===== src/rtl/tcm_port_arb.sv =====
// Three-port arbiter/sequencer in front of the single-port 8k x 32 TCM.
// Shares the SRAM port between ifetch, core data and debug, and steers each response back to its issuer.
module tcm_port_arb #(
   parameter int STARVE_MAX = 4,
   parameter int AW         = 13
) (
   input  logic          clk_i,
   input  logic          rst_i,

   input  logic          if_req_i,
   input  logic [AW-1:0] if_addr_i,
   output logic          if_gnt_o,
   output logic          if_rvalid_o,
   output logic [31:0]   if_rdata_o,

   input  logic          d_req_i,
   input  logic          d_we_i,
   input  logic [AW-1:0] d_addr_i,
   input  logic [31:0]   d_wdata_i,
   input  logic [3:0]    d_wstrb_i,
   output logic          d_gnt_o,
   output logic          d_rvalid_o,
   output logic [31:0]   d_rdata_o,

   input  logic          dbg_req_i,
   input  logic          dbg_we_i,
   input  logic [AW-1:0] dbg_addr_i,
   input  logic [31:0]   dbg_wdata_i,
   input  logic [3:0]    dbg_wstrb_i,
   output logic          dbg_gnt_o,
   output logic          dbg_rvalid_o,
   output logic [31:0]   dbg_rdata_o,

   output logic [AW-1:0] tcm_addr_o,
   output logic [31:0]   tcm_wdata_o,
   output logic [3:0]    tcm_wstrb_o,
   output logic          tcm_we_o,
   input  logic [31:0]   tcm_rdata_i
);

   localparam logic [3:0] STARVE_LIM = 4'(STARVE_MAX);

   logic [3:0] if_wait;
   logic [3:0] dbg_wait;
   logic       if_starved;
   logic       dbg_starved;
   logic       if_win;
   logic       d_win;
   logic       dbg_win;
   logic [2:0] own_q;

   assign if_starved  = (if_wait == STARVE_LIM);
   assign dbg_starved = (dbg_wait == STARVE_LIM);

   // Starved ports jump the queue; otherwise data beats ifetch beats debug.
   always_comb begin
      if_win  = 1'b0;
      d_win   = 1'b0;
      dbg_win = 1'b0;
      if (!rst_i) begin
         if (dbg_req_i && dbg_starved)     dbg_win = 1'b1;
         else if (if_req_i && if_starved)  if_win  = 1'b1;
         else if (d_req_i)                 d_win   = 1'b1;
         else if (if_req_i)                if_win  = 1'b1;
         else if (dbg_req_i)               dbg_win = 1'b1;
      end
   end

   assign if_gnt_o  = if_win;
   assign d_gnt_o   = d_win;
   assign dbg_gnt_o = dbg_win;

   always_comb begin
      tcm_addr_o  = '0;
      tcm_wdata_o = 32'h0;
      tcm_wstrb_o = 4'h0;
      tcm_we_o    = 1'b0;
      if (if_win) begin
         tcm_addr_o = if_addr_i;
      end else if (d_win) begin
         tcm_addr_o  = d_addr_i;
         tcm_wdata_o = d_wdata_i;
         tcm_we_o    = d_we_i;
         tcm_wstrb_o = d_we_i ? d_wstrb_i : 4'h0;
      end else if (dbg_win) begin
         tcm_addr_o  = dbg_addr_i;
         tcm_wdata_o = dbg_wdata_i;
         tcm_we_o    = dbg_we_i;
         tcm_wstrb_o = dbg_we_i ? dbg_wstrb_i : 4'h0;
      end
   end

   // Lost-cycle counters saturate so a starved port stays starved until it wins.
   always_ff @(posedge clk_i or posedge rst_i) begin
      if (rst_i) begin
         if_wait  <= 4'h0;
         dbg_wait <= 4'h0;
      end else begin
         if (if_req_i && !if_win)
            if_wait <= if_starved ? STARVE_LIM : if_wait + 4'h1;
         else
            if_wait <= 4'h0;
         if (dbg_req_i && !dbg_win)
            dbg_wait <= dbg_starved ? STARVE_LIM : dbg_wait + 4'h1;
         else
            dbg_wait <= 4'h0;
      end
   end

   always_ff @(posedge clk_i or posedge rst_i) begin
      if (rst_i) own_q <= 3'b000;
      else       own_q <= {dbg_win, d_win, if_win};
   end

   assign if_rvalid_o  = own_q[0];
   assign d_rvalid_o   = own_q[1];
   assign dbg_rvalid_o = own_q[2];
   assign if_rdata_o   = own_q[0] ? tcm_rdata_i : 32'h0;
   assign d_rdata_o    = own_q[1] ? tcm_rdata_i : 32'h0;
   assign dbg_rdata_o  = own_q[2] ? tcm_rdata_i : 32'h0;

endmodule


===== config.mk =====
export PLATFORM = sky130hd
export DESIGN_NAME = tcm_port_arb
export DESIGN_NICKNAME = d
export VERILOG_FILES = /design/src/rtl/tcm_port_arb.sv
export SDC_FILE = /design/constraint.sdc
export NUM_CORES = 1
export LEC_CHECK = 0
export BUFFER_PORTS_ARGS = -buffer_cell sky130_fd_sc_hd__buf_2
export CAP_MARGIN = 30
export CORE_AREA = 2 2 116 118
export CTS_CLUSTER_SIZE = 40
export DETAILED_ROUTE_END_ITERATION = 10
export DIE_AREA = 0 0 118 120
export PLACE_DENSITY_LB_ADDON = 0.12
export SKIP_LAST_GASP = 1
export SYNTH_ARGS = -nofsm -noshare
export SYNTH_HDL_FRONTEND = slang
export SYNTH_SLANG_ARGS = --single-unit

===== constraint.sdc =====
create_clock -name clk_i -period 4.45 [get_ports clk_i]
set_input_delay 0.89 -clock clk_i [delete_from_list [all_inputs] [get_ports clk_i]]
set_output_delay 0.89 -clock clk_i [all_outputs]
set_load 0.1 [all_outputs]

==> impl_metrics.tcl, run 1 <==
set metrics [dict create \
    post_cts_buffers 0 \
    p_sw_mw 0.628 \
    nNetsFinal 695 \
    die-width_um 118 \
    cp.arrival_ns 2.71 \
    report.final.slew_viol_count 0 \
    dieArea_um2 14200 \
    sw_frac_of_total 0.629 \
    status "finished, final reports clean" \
    slew_headroom 0.429 \
    drv_cap 0 \
    seqPwrFrac 0.124 \
    syn-mean-instance-area_um2 7.76 \
    period_minus_slack_ns 3.60 \
    drc 0 \
    place_congestion 0.820 \
    crit_type "input pin to primary output" \
    path_max_fanout 51 \
    ys_seq_area_frac 0.139 \
    grt_use_met2 0.244 \
    grt_pass1_wl_mm 14.7 \
    clockBufferDepth 2 \
    cellLeakagePower_nw 2.25 \
    num_antenna_cells 0 \
    fp-row-count 42 \
    hold_viol_final 0 \
    initial_utilization 0.153 \
    crit_path_end_kind "primary output" \
    syn-num-nets 410 \
    fmax_mhz 278 \
    drive_above_1_share 0.576 \
    syn_area_um2 1990 \
    ir_drop_mv 0.207 \
    wire_per_inst_um 13.9 \
    clock-sinks 11 \
    drt-pass1-iter-count 4 \
    vias_per_cell 4.15 \
    placed_area_um2 3610 \
    rsz0062_at_grt "no" \
    crit_buf_inv 3 \
    grt_usage 0.128 \
    worstPathCellList "buf_2 > and4b_1 > nor4b_4 > buf_12 > a22o_1 > buf_2" \
    finalSetupViolations 0 \
    power_density_nw_per_um2 271 \
    grt-busiest-layer "met2" \
    ant_nets 0 \
    n_fill_cell 1460 \
    grt_pass1_vias 2839 \
    critPathTopFamily "buffers and inverters" \
    cts_htree_levels 1 \
    crit_top_cell "buf_2" \
    clock_latency_ns 0.24 \
    tightestPinTransition_ns 0.857 \
    ys_types 31 \
    syn_inst 256 \
    final_area_um2 3690 \
    ys_seq_elements 11 \
    hp-class "flip-flop to flip-flop" \
    intPower_mw 0.370 \
    root_buffer "clkbuf_16" \
    grt_antenna_before_repair 0 \
    min_period_over_period 0.809 \
    cts_made_buffers 3 \
    cts_tree "built" \
    dp_worst_setup_slack_ns 0.832 \
    mostFrequentLayoutCell "buf_2" \
    drtIter0Drc 88 \
    finalSetupTns_ns 0 \
    required_ns 3.56 \
    clk_pin_slew_worst_paths_ns 0.04 \
    cp_slowest_stage_delay_ns 0.44 \
    dp.cells 712 \
    final_util 0.284 \
    finalWorstSetupSlack_ns 0.851 \
    dp_hpwl_mm 8.51 \
    post_layout_nonfiller_instances 716 \
    pin_count 302 \
    pwr-share-comb 0.711 \
    coreArea_um2 13000 \
    grt_util_met3 0.0385 \
    cts_resized 0 \
    hold_buffers 0 \
    wl_mm 9.95 \
    yosysWarnings 0 \
    skew_ns 0.00159 \
    grt_overflow 0 \
    mostFrequentLayoutCells "buf_2 (301), and2_1 (97), a22o_1 (33)" \
    slowest_stage "buf_2" \
    io_buffers 301 \
    grtUsageMet1 0.132 \
    die-height_um 120 \
    startpoint_type "input pin" \
    grt_start_max_net_pins 52 \
    p_clk_frac 0.165 \
    synthToLayoutAreaGrowth_pct 85.6 \
    num_vias 2969 \
]
==> registers in the layout (all words and copies together), names as in the netlist <==
register	count
if_wait	4
dbg_wait	4
own_q	3
==> through the flow <==
stage	hold slack (ns)	total power, mW
finish	0.496	0.998
global route	0.519	1.04
CTS	0.494	1.01
detailed placement	0.487	0.839
global placement	0.485	0.838
floorplan	0.453	0.695
==> synthesized netlist by cell type <==
master     instances  area share
a2111oi_0         13       0.057
a211oi_1           6       0.023
a21oi_1            1      0.0025
a21oi_4            1      0.0082
a221o_1           13       0.065
a22o_1            33        0.15
a31o_1             4       0.018
and2_1            97        0.31
and3b_1            1      0.0044
and4b_1            2       0.010
buf_2              3      0.0076
buf_4              1      0.0038
buf_6              6       0.034
clkbuf_1          15       0.028
dfrtp_1           11        0.14
ha_1               4       0.025
inv_1             20       0.038
mux2i_1            1      0.0050
nand2_1            5      0.0094
nand2b_1           2      0.0063
nand3_1            2      0.0050
nand3b_1           2      0.0076
nor2_1             4      0.0076
nor3b_1            2      0.0076
nor4b_1            1      0.0044
nor4b_4            1       0.012
nor4bb_1           1      0.0050
o211ai_1           1      0.0038
or2_2              1      0.0032
xnor2_1            1      0.0044
xor2_1             1      0.0044
==> logic make-up after synthesis <==
group	count (synthesis)	synth area share
multiplexers	1	0.00504
flip-flops	11	0.139
buffers and inverters	45	0.111
adder cells (fa/ha/maj)	4	0.0252
XOR/XNOR	2	0.00882
AO/OA/AOI/OAI	72	0.323
AND/OR/NAND/NOR	121	0.388
==> routing by layer <==
| layer | wire [µm] | part of all wire |
|---|---|---|
| met5 | 0 | 0 |
| met4 | 204 | 0.020 |
| met3 | 1030 | 0.10 |
| met2 | 5090 | 0.51 |
| met1 | 3620 | 0.36 |
==> area by class of cell <==
| type | instances | area (µm²) | share of cell area |
|---|---|---|---|
| clock buffer | 4 | 78.8 | 0.0214 |
| inverter | 20 | 75.1 | 0.0204 |
| multi-input combinational | 200 | 1490 | 0.404 |
| sequential | 11 | 275 | 0.0746 |
| tap | 176 | 220 | 0.0597 |
| timing repair buffer | 305 | 1550 | 0.420 |
==> worst paths after layout <==
| path | startpoint | to | slack, ns | cells after the start |
|---|---|---|---|---|
| max | dbg_req_i | tcm_wdata_o[28] | 0.85 | 6 |
| min in group asynchronous | rst_i | if_wait[1] | 0.72 | 2 |
| min reg2reg | dbg_wait[0] | dbg_wait[0] | 0.50 | 1 |
| max in group asynchronous | rst_i | own_q[2] | 3.44 | 2 |
| max reg2reg | if_wait[0] | if_wait[1] | 2.53 | 6 |
| min | dbg_wait[0] | dbg_wait[0] | 0.50 | 1 |
==> power groups by stage <==
stage / combinational, mW / sequential [mW] / clock [mW]
after CTS: 0.714 / 0.124 / 0.169
after detailed placement: 0.714 / 0.125 / 0
after global placement: 0.713 / 0.126 / 0
final: 0.710 / 0.124 / 0.165
after global routing: 0.737 / 0.127 / 0.175
after floorplan: 0.570 / 0.125 / 0
Note: power is estimated with default switching activity, not from simulation.
==> run 2, diff against run 1 <==
- CORE_AREA: 2 2 116 118 -> 2 2 119 121
- DIE_AREA: 0 0 118 120 -> 0 0 121 123
- clock period: 4.45 -> 3.31 ns (I/O delays scaled with it)
==> run 2 against run 1 <==
Cell count increased by 0.70%. Total power grew 51%. Via count up 2.2%. Combinational power rose by 58%. Sequential power grew 34%. Non-clock buffer count grew 1. Worst hold slack improved by 0.00060 ns. Count of clock-buffer cells in the layout unchanged. Flip-flop and latch count unchanged.
==> impl_metrics.tcl, run 2 (synthesis results as in run 1) <==
set metrics [dict create \
    status "finished, final reports clean" \
    period_minus_slack_ns 3.05 \
    wl_mm 10.4 \
    grt_start_max_net_pins 40 \
    fmax_mhz 327 \
    ir_drop_mv 0.144 \
    drive_above_1_share 0.577 \
    crit_type "flip-flop to primary output" \
    power.total_mw 1.51 \
    num_vias 3034 \
    root_buffer "clkbuf_16" \
    p_clk_frac 0.147 \
    cp.arrival_ns 2.39 \
    dieArea_um2 14900 \
    fp-row-count 43 \
    finalSetupTns_ns 0 \
    drc 0 \
    worstPathCellList "inv_1 > ha_1 > nand3b_1 > a2111oi_0 > a221o_1 > buf_12" \
    seq_area_um2 275 \
    hp-class "input pin to async pin" \
    grt_antenna_before_repair 1 \
    cts_made_buffers 3 \
    mostFrequentLayoutCell "buf_2" \
    critPathTopFamily "compound AO/OA/AOI/OAI gates" \
    die-width_um 121 \
    coreArea_um2 13600 \
    finalWorstSetupSlack_ns 0.256 \
    grt_pass1_wl_mm 14.7 \
    skew_ns 0.000970 \
    place_congestion 0.789 \
    path_max_fanout 15 \
    drv_cap 0 \
    reg.largest.list "dbg_wait (4), if_wait (4), own_q (3)" \
    intPower_mw 0.635 \
    crit_path_end_kind "primary output" \
    hold_viol_final 0 \
    die-height_um 123 \
    report.final.slew_viol_count 0 \
    initial_utilization 0.146 \
    mostFrequentLayoutCells "buf_2 (248), and2_1 (97), buf_12 (55)" \
    num_antenna_cells 0 \
    slowest_stage "a2111oi_0" \
    sw_frac_of_total 0.579 \
    cp_slowest_stage_delay_ns 0.62 \
    grt_overflow 0 \
    crit_buf_inv 2 \
    ant_nets 0 \
    tightestPinTransition_ns 0.823 \
    clock_latency_ns 0.24 \
    vias_per_cell 4.21 \
    wire_per_inst_um 14.4 \
    cts_resized 0 \
    dp_hpwl_mm 8.86 \
    multiInputGateArea_um2 1490 \
    drt-pass1-iter-count 4 \
    cellLeakagePower_nw 2.44 \
    pin_count 302 \
    hold_slack_ns 0.497 \
    grt_usage 0.126 \
    pwr-share-comb 0.743 \
    clock-sinks 11 \
    clockBufferDepth 2 \
    cts_htree_levels 1 \
    grt_pass1_vias 2851 \
    required_ns 2.65 \
    nNetsFinal 696 \
    n_fill_cell 1457 \
    post_cts_buffers 0 \
    io_buffers 301 \
    slew_headroom 0.452 \
    cts_tree "built" \
    drtIter0Drc 59 \
    startpoint_type "flip-flop" \
    seqPwrFrac 0.110 \
    finalSetupViolations 0 \
    clk_pin_slew_worst_paths_ns 0.04 \
    dp_worst_setup_slack_ns 0.381 \
    power_density_nw_per_um2 334 \
    rsz0062_at_grt "no" \
    synthToLayoutAreaGrowth_pct 127 \
    p_sw_mw 0.873 \
    min_period_over_period 0.923 \
    hold_buffers 0 \
]
==> run 2: cell count changes in the layout (fill, tap and decap cells not counted) <==
cell,change
a2111oi_1,+1
buf_2,-53
a2111oi_0,-1
buf_12,+54
==> run 2: metrics by stage <==
| step | cells | instance area, µm² | utilization |
|---|---|---|---|
| after floorplan | 256 | 1990 | - |
| after detailed placement | 717 | 4430 | 0.325 |
| final | 721 | 4510 | 0.331 |
| after global placement | 717 | 4430 | 0.325 |
| after global routing | 721 | 4510 | 0.331 |
| after CTS | 721 | 4510 | 0.331 |
==> run 2: metal layers <==
metal / track usage / part of all wire / vias up
li1: - / - / 1485
met1: 0.128 / 0.34 / 1347
met2: 0.245 / 0.54 / 191
met3: 0.0401 / 0.11 / 9
met4: 0.0356 / 0.012 / 2
met5: 0 / 0.0011 / -
==> run 2: worst paths after layout <==
path,slack [ns],start,endpoint,cells past startpoint
worst min-delay path,0.50,rst_i,dbg_wait[3],2
worst max register to register,1.39,if_wait[0],if_wait[1],6
max in group asynchronous,2.50,rst_i,if_wait[0],2
worst min register to register,0.50,dbg_wait[0],dbg_wait[0],1
min in group clk_i,0.50,dbg_wait[0],dbg_wait[0],1
worst max-delay path,0.26,if_wait[0],tcm_addr_o[3],6
==> run 2: area by class of cell <==
class                   count  share of cell area
clock buffers               4              0.0175
inverters                  20              0.0166
flip-flops and latches     11              0.0610
well taps                 180              0.0499
multi-input cells         200               0.331
repair buffers            306               0.524
==> run 2: power by group through the flow <==
stage               clock, mW  combinational (mW)  sequential [mW]
floorplan                   0               0.766            0.168
global placement            0                1.13            0.168
detailed placement          0                1.13            0.169
CTS                     0.231                1.13            0.167
global route            0.240                1.16            0.170
finish                  0.222                1.12            0.166
